===== config.mk =====
export PLATFORM = sky130hd
export DESIGN_NAME = ov7670_config_sequencer
export DESIGN_NICKNAME = d
export VERILOG_FILES = /design/src/rtl/ov7670_cfg_pkg.sv /design/src/rtl/ov7670_config_sequencer.sv
export SDC_FILE = /design/constraint.sdc
export NUM_CORES = 1
export LEC_CHECK = 0
export ABC_AREA = 1
export CAP_MARGIN = 20
export CORE_UTILIZATION = 57
export CTS_CLUSTER_DIAMETER = 80
export DETAILED_ROUTE_END_ITERATION = 6
export HOLD_SLACK_MARGIN = 0.02
export PLACE_DENSITY = 0.85
export SLEW_MARGIN = 15
export SYNTH_ARGS = -nofsm -noshare
export SYNTH_HDL_FRONTEND = slang
export SYNTH_SLANG_ARGS = --single-unit

===== constraint.sdc =====
create_clock -name clk -period 3.5 [get_ports clk]
set_clock_uncertainty 0.1 [all_clocks]
set_input_delay 0.525 -clock clk [delete_from_list [all_inputs] [get_ports clk]]
set_output_delay 0.525 -clock clk [all_outputs]
set_load 0.02 [all_outputs]

===== src/rtl/ov7670_cfg_pkg.sv =====
// rtl/ov7670_cfg_pkg.sv - shared types and ROM markers for the OV7670 config sequencer
package ov7670_cfg_pkg;

    localparam logic [15:0] ROM_END   = 16'hFFFF;
    localparam logic [15:0] ROM_DELAY = 16'hFFF0;
    localparam int          ROM_AW    = 8;

    typedef enum logic [2:0] {
        IDLE,
        FETCH,
        DECODE,
        SEND,
        WAIT_LO,
        WAIT_HI,
        DELAY,
        FINISH
    } state_t;

endpackage


===== src/rtl/ov7670_config_sequencer.sv =====
// rtl/ov7670_config_sequencer.sv - walks the init ROM and issues one SCCB write per entry
module ov7670_config_sequencer
    import ov7670_cfg_pkg::*;
#(
    parameter int DELAY_CYCLES = 250000,
    parameter int CNT_W        = $clog2(DELAY_CYCLES + 1)
) (
    input  logic              clk,
    input  logic              rst_n,
    input  logic              start,
    output logic [ROM_AW-1:0] rom_addr,
    output logic              rom_en,
    input  logic [15:0]       rom_data,
    output logic              sccb_start,
    output logic [7:0]        sccb_reg,
    output logic [7:0]        sccb_data,
    input  logic              sccb_ready,
    output logic              busy,
    output logic              done
);

    state_t           state;
    logic [CNT_W-1:0] cnt;

    // The ROM only advances its output when enabled, so rom_data stays valid through DECODE.
    assign rom_en     = (state == FETCH);
    assign sccb_start = (state == SEND) && sccb_ready;

    always_ff @(posedge clk or negedge rst_n) begin
        if (!rst_n) begin
            state     <= IDLE;
            cnt       <= '0;
            rom_addr  <= '0;
            sccb_reg  <= '0;
            sccb_data <= '0;
            busy      <= 1'b0;
            done      <= 1'b0;
        end else begin
            case (state)
                IDLE: begin
                    if (start) begin
                        rom_addr <= '0;
                        done     <= 1'b0;
                        busy     <= 1'b1;
                        state    <= FETCH;
                    end
                end
                FETCH: state <= DECODE;
                DECODE: begin
                    if (rom_data == ROM_END) begin
                        state <= FINISH;
                    end else if (rom_data == ROM_DELAY) begin
                        cnt   <= CNT_W'(DELAY_CYCLES - 1);
                        state <= DELAY;
                    end else begin
                        sccb_reg  <= rom_data[15:8];
                        sccb_data <= rom_data[7:0];
                        state     <= SEND;
                    end
                end
                SEND: begin
                    if (sccb_ready) state <= WAIT_LO;
                end
                WAIT_LO: begin
                    if (!sccb_ready) state <= WAIT_HI;
                end
                WAIT_HI: begin
                    if (sccb_ready) begin
                        if (rom_addr == '1) begin
                            state <= FINISH;
                        end else begin
                            rom_addr <= rom_addr + 1'b1;
                            state    <= FETCH;
                        end
                    end
                end
                DELAY: begin
                    if (cnt == '0) begin
                        if (rom_addr == '1) begin
                            state <= FINISH;
                        end else begin
                            rom_addr <= rom_addr + 1'b1;
                            state    <= FETCH;
                        end
                    end else begin
                        cnt <= cnt - 1'b1;
                    end
                end
                FINISH: begin
                    busy  <= 1'b0;
                    done  <= 1'b1;
                    state <= IDLE;
                end
                default: state <= IDLE;
            endcase
        end
    end

endmodule


==> results of run 1 <==
Yosys cell counts (2+ instances only):
library cell               number
sky130_fd_sc_hd__nor2_2         3
sky130_fd_sc_hd__nand3_1       16
sky130_fd_sc_hd__dfrtp_1       47
sky130_fd_sc_hd__nand4_1       15
sky130_fd_sc_hd__nand3b_1       3
sky130_fd_sc_hd__nand2_2        7
sky130_fd_sc_hd__o21ai_1        2
sky130_fd_sc_hd__inv_1         40
sky130_fd_sc_hd__buf_6          2
sky130_fd_sc_hd__xnor2_1        4
sky130_fd_sc_hd__nand2_8        2
sky130_fd_sc_hd__nor3b_1        2
sky130_fd_sc_hd__nand2_1      117
sky130_fd_sc_hd__nand3_4        2
sky130_fd_sc_hd__inv_2          4
sky130_fd_sc_hd__buf_2          4
sky130_fd_sc_hd__nor3_1         5
sky130_fd_sc_hd__nor2_1        51
sky130_fd_sc_hd__ha_1           2
sky130_fd_sc_hd__or2_2          2
sky130_fd_sc_hd__xor2_1         8
sky130_fd_sc_hd__o21ai_0       30
kinds of logic (layout without fill, tap and decap cells):
logic type	Yosys count	after routing
simple gates	229	229
fa+ha+maj	2	2
flops	47	47
buf+inv	53	101
xor+xnor	12	12
compound gates	35	35
layout by cell type (no fill, tap or decap), types with 4 or more instances in the layout:
cell and instances:
sky130_fd_sc_hd__nand3_1 16, sky130_fd_sc_hd__xor2_1 8, sky130_fd_sc_hd__clkbuf_8 5, sky130_fd_sc_hd__nand4_1 15, sky130_fd_sc_hd__dfrtp_1 47, sky130_fd_sc_hd__o21ai_0 30
sky130_fd_sc_hd__inv_2 4, sky130_fd_sc_hd__nor3_1 5, sky130_fd_sc_hd__xnor2_1 4, sky130_fd_sc_hd__nand2_2 7, sky130_fd_sc_hd__clkdlybuf4s50_1 46, sky130_fd_sc_hd__nor2_1 51
sky130_fd_sc_hd__nand2_1 117, sky130_fd_sc_hd__inv_1 40
metrics by stage:
stage | hold WS [ps] | instances
2_1_floorplan | 129 | 378
3_3_place_gp | 365 | 484
3_5_place_dp | 371 | 484
4_1_cts | 323 | 492
5_1_grt | 82.8 | 493
6_report | 53.1 | 493
how the worst min path moves through the flow:
stage / slack, ps / from / end / cells after the start
finish: 50 / rst_n / sccb_data[0]$_DFFE_PN0P_ / 1
floorplan: 130 / rst_n / busy$_DFFE_PN0P_ / 0
detailed placement: 370 / busy$_DFFE_PN0P_ / busy$_DFFE_PN0P_ / 2
global placement: 360 / sccb_reg[1]$_DFFE_PN0P_ / sccb_reg[1]$_DFFE_PN0P_ / 2
global route: 80 / rst_n / sccb_data[0]$_DFFE_PN0P_ / 1
CTS: 320 / rst_n / sccb_reg[3]$_DFFE_PN0P_ / 1
final cells by class:
cell class              instances  area [µm²]
multi-input cells             278        1400
fillers                       376        1320
flip-flops and latches         47        1180
repair buffers                 48         485
inverters                      45         174
well taps                      67        83.8
clock buffers                   5        68.8
clock inverters                 3        23.8
per-layer routing:
layer | routed length (µm) | track usage, % | part of all wire, %
met1 | 2630 | 30.6 | 47
met2 | 2810 | 40.9 | 50
met3 | 162 | 4.17 | 2.9
met4 | 47 | 7.41 | 0.83
met5 | 0 | 0 | 0
worst register-to-register path, cell delays in order, from the launching register on:
cell and delay [ps]:
sky130_fd_sc_hd__dfrtp_1 390, sky130_fd_sc_hd__inv_1 210, sky130_fd_sc_hd__ha_1 270, sky130_fd_sc_hd__nand2_1 160, sky130_fd_sc_hd__nor2_2 140, sky130_fd_sc_hd__nand2_2 110, sky130_fd_sc_hd__a21oi_2 370, sky130_fd_sc_hd__nand4_1 140
sky130_fd_sc_hd__nand2_1 80
power groups by stage:
stage | Combinational, mW | Sequential (mW) | Clock (mW)
2_1_floorplan | 0.595 | 0.975 | 0
3_3_place_gp | 1.03 | 0.877 | 0
3_5_place_dp | 1.05 | 0.883 | 0
4_1_cts | 1.06 | 0.873 | 0.348
5_1_grt | 1.18 | 0.896 | 0.363
6_report | 1.05 | 0.873 | 0.342
==> reports/results.env, run 1 <==
INSTANCE_COUNT_OF_THE_MAPPED_NETLIST=378
VIA_COUNT_OF_THE_FIRST_GLOBAL_ROUTING_PASS=2248
DESIGN.CORE.AREA_UM2=4720
SYNTH-WARNING-COUNT=0
BUFFER_PORTS.INSERTED=47
SYNTH_ENABLE_FLOP_CELLS=0
P_CLK_SHARE_PCT=15.1
TIMING_WORST_SLEW_PIN_VALUE_PS=499
NUM-NETS-FINAL=447
SYNTH-SEQ-CELLS=47
LARGEST_REGISTER_FFS=18
WORST_R2R_STARTPOINT='cnt[0]$_DFFE_PN0P_'
SYNTH-SEQ-AREA-SHARE_PCT=41.9
YOSYSTOPAREACELL='sky130_fd_sc_hd__dfrtp_1'
SETUP_WS_PS=974
SW_FRAC_OF_TOTAL_PCT=42.4
CELLS_ON_WORST_REG2REG_PATH=8
SHARE_OF_CELL_AREA_TAKEN_BY_MUXES_AFTER_SYNTHESIS_PCT=0
FIN_CRIT_PS=2530
FLOORPLAN.DIE.WIDTH_UM=72.2
POST_ROUTE_CELLS_DRIVE_ABOVE_1_SHARE_PCT=8.69
DETAILEDROUTE.FIRSTPASSITERATIONCOUNT=4
CRITICAL_PATH.STARTPOINT='sccb_ready'
CTS.HTREE.LEVELS=2
YOSYSTOPAREACELLSHARE_PCT=41.9
CRIT_CHAIN='clkdlybuf4s50_1 -> inv_1 -> nor3_1 -> clkdlybuf4s50_1'
HIGHEST_IR_DROP_SEEN_ON_VDD_uV=465
POST_SYNTH.CELL_AREA_AVG_UM2=7.43
SYNTH_NETS=400
TOTAL_POWER_DRAW_mW=2.27
NETLIST_AREA_UM2=2810
NUMBER_OF_ANTENNA_VIOLATIONS_AT_THE_FIRST_CHECK_IN_GLOBAL_ROUTING=0
INITIALDRTVIOLATIONCOUNT=116
ENDPOINT_KIND='primary output'
WORST_PATH_MAX_DELAY_CELL='sky130_fd_sc_hd__clkdlybuf4s50_1'
SETUP.WORST_PATH.START_CLASS='input pin'
IOS=48
DETAILROUTE.VIA_COUNT=2465
CLK_LATENCY_PS=310
ROUTED_VIA_DENSITY=5.00
POSTROUTEWIRELENGTH_MM=5.65
PLACE_WORST_SETUP_SLACK_PS=992
TIMING.SETUP.CRITICAL_PATH_CLASS='in2out'
SYN2LAYOUT_AREA_GROWTH_PCT=21.3
GRT_UTIL_ALL_LAYERS_PCT=23.8
FMAXACHIEVABLE_GHz=0.396
SUM_OF_NET_HALF_PERIMETERS_AFTER_DETAILED_PLACEMENT_MM=4.14
DRC=0
FINALSETUPVIOLATIONS=0
RUN_STATUS='complete, no violations'
COMPOUND_GATE_FRACTION_OF_SYNTH_AREA_PCT=6.86
TIMING.CRITICAL_PATH.MAX_DELAY_FAMILY='buffers and inverters'
GLOBALROUTEOVERFLOWTOTAL=0
LOGIC_DEPTH_OF_THE_WORST_PATH_BUFFERS_INCLUDED=4
ASYNC_FLOP_SHARE_PCT=100
ANTENNA_CELLS=0
GLOBAL_ROUTE_WIRE_LENGTH_BEFORE_REPAIR_MM=9.83
P_LEAK_nW=1.62
P_INT_mW=1.30
CLK_TRANSITION_REPORTED_PATHS_PS=90
POST_SYNTH_FA_HA_MAJ_AREA_FRACTION_PCT=0.891
YOSYS-TOP-CELLS-AREA='sky130_fd_sc_hd__dfrtp_1 42%, sky130_fd_sc_hd__nand2_1 16%, sky130_fd_sc_hd__nor2_1 6.8%'
POSTCTSSETUPBUFFERS=0
FIN_AREA_UM2=3410
CTS_RESIZED=0
TIMING.CRITICAL_PATH.MODE_CELL='sky130_fd_sc_hd__clkdlybuf4s50_1'
CTS.SINKS=47
MIN_PERIOD_OVER_PERIOD_PCT=72.2
YOSYS.AREA_SHARE.XOR_XNOR_PCT=3.74
REGTOREGENDPOINT='rom_addr[2]$_DFFE_PN0P_'
FINAL_UTIL_PCT=72.1
TRITONCTS_CLOCK_TREE='yes'
TOTAL_SWITCHING_POWER_uW=962
TIMING.SLEW.HEADROOM_PCT=66.7
CRITICAL_PATH.MAX_FANOUT=3
WL_CELL_UM=11.5
CLOCKROOTBUFFER='sky130_fd_sc_hd__clkbuf_8'
TIMING_HOLD_VIOLATIONS_FINAL=0
NUM_CTS_BUFFERS=5
CTS_HOLD_BUF=0
INITIAL_CORE_UTIL_PCT=59.4
NUM_ROWS=25
SIMPLE_GATE_AREA_SHARE_OF_THE_YOSYS_NETLIST_PCT=38.2
SYNTH_TOP_FAMILY_BY_AREA='simple AND/OR/NAND/NOR gates'
ROUTE.ANTENNA.REMAINING_NETS=0
COMBINATIONAL_CELL_FRACTION_OF_TOTAL_POWER_PCT=46.4
POWERDENSITY_nW_PER_UM2=665
UNREPAIRED_SETUP_ENDPOINTS_AFTER_GLOBAL_ROUTING='false'
DIE_AREA_UM2=5210
PATH_BUF_INV=3
WORSTPATHARRIVAL_PS=1900
SETUP_TOTAL_NEGATIVE_SLACK_PS=0
DIE_Y_UM=72.2
LARGEST_REGISTER='cnt'
RRSETUPSLACK_PS=1470
CRITICAL_PATH.MAX_STAGE_DELAY_PS=630
WORSTSETUPENDPOINT='sccb_start'
YS_DOMINANT_REG_CELL='sky130_fd_sc_hd__dfrtp_1'
CTS_MAX_PATH_BUFFERS=2
NETLIST-CELL-TYPE-COUNT=32
GRT_MAX_DEGREE=48
PLACED_AREA_UM2=3290
SLEW_VIOL_FINAL=0
WORST_HOLD_PATH_TYPE='in2async'
WORST_EP_REQUIRED_TIME_PS=2870
GP_ROUTABILITY_CONGESTION=0.881
DRV_CAP=0
POWER.SHARE.SEQUENTIAL_PCT=38.5
No activity file was read; power rests on OpenSTA's default activity.
==> inputs of run 2 (changes only) <==
CORE_UTILIZATION = 53   (was 57)
PLACE_DENSITY = 0.8   (was 0.85)
clock period = 2.5 ns   (was 3.5 ns; I/O delays follow)
==> reports/results.env, run 2 (synthesized netlist as in run 1, its figures left out) <==
TIMING.SETUP.CRITICAL_PATH_CLASS='reg2out'
DETAILEDROUTE.FIRSTPASSITERATIONCOUNT=4  # unchanged
RUN_STATUS='complete, no violations'
ROUTED_MET2_LENGTH_MM=2.79  # -0.89%
GLOBAL_ROUTE_WIRE_LENGTH_BEFORE_REPAIR_MM=9.48  # -3.6%
WORST_HOLD_PATH_TYPE='in2async'
DETAILROUTE.VIA_COUNT=2472  # +0.28%
FINAL_UTIL_PCT=66.7  # -5.4 points
CLOCKROOTBUFFER='sky130_fd_sc_hd__clkbuf_8'
TIMING.SLEW.HEADROOM_PCT=61.3  # -5.4 points
TOTAL_SWITCHING_POWER_mW=1.30  # +35%
CRIT_CHAIN='nor3_1 -> clkdlybuf4s50_1'
PLACE_WORST_SETUP_SLACK_PS=275  # -717 ps
POWERDENSITY_nW_PER_UM2=945  # +42%
INITIALDRTVIOLATIONCOUNT=80  # -31%
DRV_CAP=0  # unchanged
PLACED_AREA_UM2=3310  # +0.34%
SLEW_VIOL_FINAL=0  # unchanged
COMBINATIONAL_CELL_FRACTION_OF_TOTAL_POWER_PCT=45.2  # -1.2 points
P_CLK_SHARE_PCT=16.7  # +1.6 points
FILLERINSTANCES=458  # +22%
POSTROUTEWIRELENGTH_MM=5.62  # -0.55%
CLK_LATENCY_PS=300  # about the same
WORST_EP_REQUIRED_TIME_PS=2030  # -840 ps
DETAIL_ROUTE.WIRELENGTH.MET1_MM=2.61  # -0.87%
ROUTED_VIA_DENSITY=4.99  # -0.12%
LARGEST_REGISTER='cnt'
SETUP_WS_PS=260  # -714 ps
GRT_MAX_DEGREE=48  # unchanged
INITIAL_CORE_UTIL_PCT=55.0  # -4.5 points
IOS=48  # unchanged
UNREPAIRED_SETUP_ENDPOINTS_AFTER_GLOBAL_ROUTING='false'
ANTENNA_CELLS=0  # unchanged
LARGEST_REGISTER_FFS=18  # unchanged
NUMBER_OF_ANTENNA_VIOLATIONS_AT_THE_FIRST_CHECK_IN_GLOBAL_ROUTING=0  # unchanged
CTS_MAX_PATH_BUFFERS=2  # unchanged
MIN_PERIOD_OVER_PERIOD_PCT=89.6
GRT_UTIL_ALL_LAYERS_PCT=22.3  # -1.5 points
VIA_COUNT_OF_THE_FIRST_GLOBAL_ROUTING_PASS=2202  # -2.0%
DIE_Y_UM=74.8  # +3.6%
POWER.SHARE.SEQUENTIAL_PCT=38.1  # -0.4 points
FINALSETUPVIOLATIONS=0  # unchanged
DIE_AREA_UM2=5590  # +7.3%
DESIGN.CORE.AREA_UM2=5110  # +8.1%
TIMING_WORST_SLEW_PIN_VALUE_PS=581  # +81.7 ps
POSTCTSSETUPBUFFERS=0  # unchanged
TRITONCTS_CLOCK_TREE='yes'
NUM-NETS-FINAL=447  # unchanged
CTS_RESIZED=0  # unchanged
WORST_PATH_MAX_DELAY_CELL='sky130_fd_sc_hd__clkdlybuf4s50_1'
CLK_TRANSITION_REPORTED_PATHS_PS=80  # about the same
CRITICAL_PATH.MAX_FANOUT=9  # +6
BUFFER_PORTS.INSERTED=47  # unchanged
SYN2LAYOUT_AREA_GROWTH_PCT=21.4  # about the same
TOTAL_POWER_DRAW_mW=3.22  # +42%
GP_ROUTABILITY_CONGESTION=0.869  # -1.3%
WL_CELL_UM=11.4  # -0.95%
P_INT_mW=1.92  # +47%
HIGHEST_IR_DROP_SEEN_ON_VDD_uV=716  # +54%
FMAXACHIEVABLE_GHz=0.446
WORSTPATHARRIVAL_PS=1760  # -140 ps
ROUTE.ANTENNA.REMAINING_NETS=0  # unchanged
SW_FRAC_OF_TOTAL_PCT=40.4  # -2.0 points
CTS_HOLD_BUF=0  # unchanged
LAYOUT_COMMONEST_CELL='sky130_fd_sc_hd__nand2_1'
FLOORPLAN.DIE.WIDTH_UM=74.8  # +3.6%
SETUP.WORST_PATH.START_CLASS='register'
HIGHEST-SIGNAL-LAYER='met4'
HOLD_WS_PS=53.8  # +0.614 ps
NUM_ROWS=26  # +4.0%
FIN_AREA_UM2=3410  # about the same
CTS.SINKS=47  # unchanged
CTS.HTREE.LEVELS=2  # unchanged
CRITICAL_PATH.MAX_STAGE_DELAY_PS=650  # +20 ps
GLOBALROUTEOVERFLOWTOTAL=0  # unchanged
MET3WIRELENGTH_UM=145  # -10%
POST_ROUTE_CELLS_DRIVE_ABOVE_1_SHARE_PCT=8.24  # -0.45 points
PLACED_CELLS_INCL_TAPS=488  # +0.83%
SETUP_TOTAL_NEGATIVE_SLACK_PS=0  # unchanged
ENDPOINT_KIND='primary output'
FIN_CRIT_PS=2240
DRC=0  # unchanged
LAYOUT_COMMON_CELLS='117 x sky130_fd_sc_hd__nand2_1, 51 x sky130_fd_sc_hd__nor2_1, 47 x sky130_fd_sc_hd__dfrtp_1'
NUM_CTS_BUFFERS=5  # unchanged
STDCELL_COUNT=495  # +0.41%
P_LEAK_nW=1.62  # +0.36%
TIMING_HOLD_VIOLATIONS_FINAL=0  # unchanged
SUM_OF_NET_HALF_PERIMETERS_AFTER_DETAILED_PLACEMENT_MM=4.23  # +2.1%
## run 2: power groups by stage
stage	sequential (mW)	combinational, mW	clock [mW]
after global routing	1.27	1.63	0.586
after CTS	1.23	1.47	0.552
final	1.23	1.45	0.538
after floorplan	1.36	0.834	0
after detailed placement	1.24	1.47	0
after global placement	1.24	1.44	0
## run 2: metal layers
| metal | GRT usage, % | up-vias |
|---|---|---|
| met5 | 0 | - |
| met4 | 6.92 | 0 |
| met3 | 4.42 | 8 |
| met2 | 39.1 | 33 |
| met1 | 27.6 | 1145 |
| li1 | - | 1286 |
## run 2: worst max-delay path: cells and delay by family, from the launching register on
family        cells  cell delay (ps)
buf+inv           1              650
flops             1              520
simple gates      1              300
## run 2: area by class of cell
type	count	area [µm²]	share of cell area [%]
multi-input combinational	278	1400	40.9
sequential	47	1180	34.5
clock buffer	6	72.6	2.13
timing repair buffer	48	473	13.9
inverter	45	174	5.10
tap	70	87.6	2.57
clock inverter	1	30.0	0.881
## run 2: worst paths after layout
kind / startpoint / endpoint / slack (ps) / cells after the start
worst max-delay path: state[2]$_DFFE_PN0P_ / rom_en / 260 / 2
worst min-delay path: rst_n / cnt[12]$_DFFE_PN0P_ / 50 / 2
worst max register to register: cnt[0]$_DFFE_PN0P_ / rom_addr[7]$_DFFE_PN0P_ / 510 / 8
worst min register to register: done$_DFFE_PN0P_ / done$_DFFE_PN0P_ / 380 / 2
max in group asynchronous: rst_n / busy$_DFFE_PN0P_ / 1850 / 2
min in group clk: done$_DFFE_PN0P_ / done$_DFFE_PN0P_ / 380 / 2
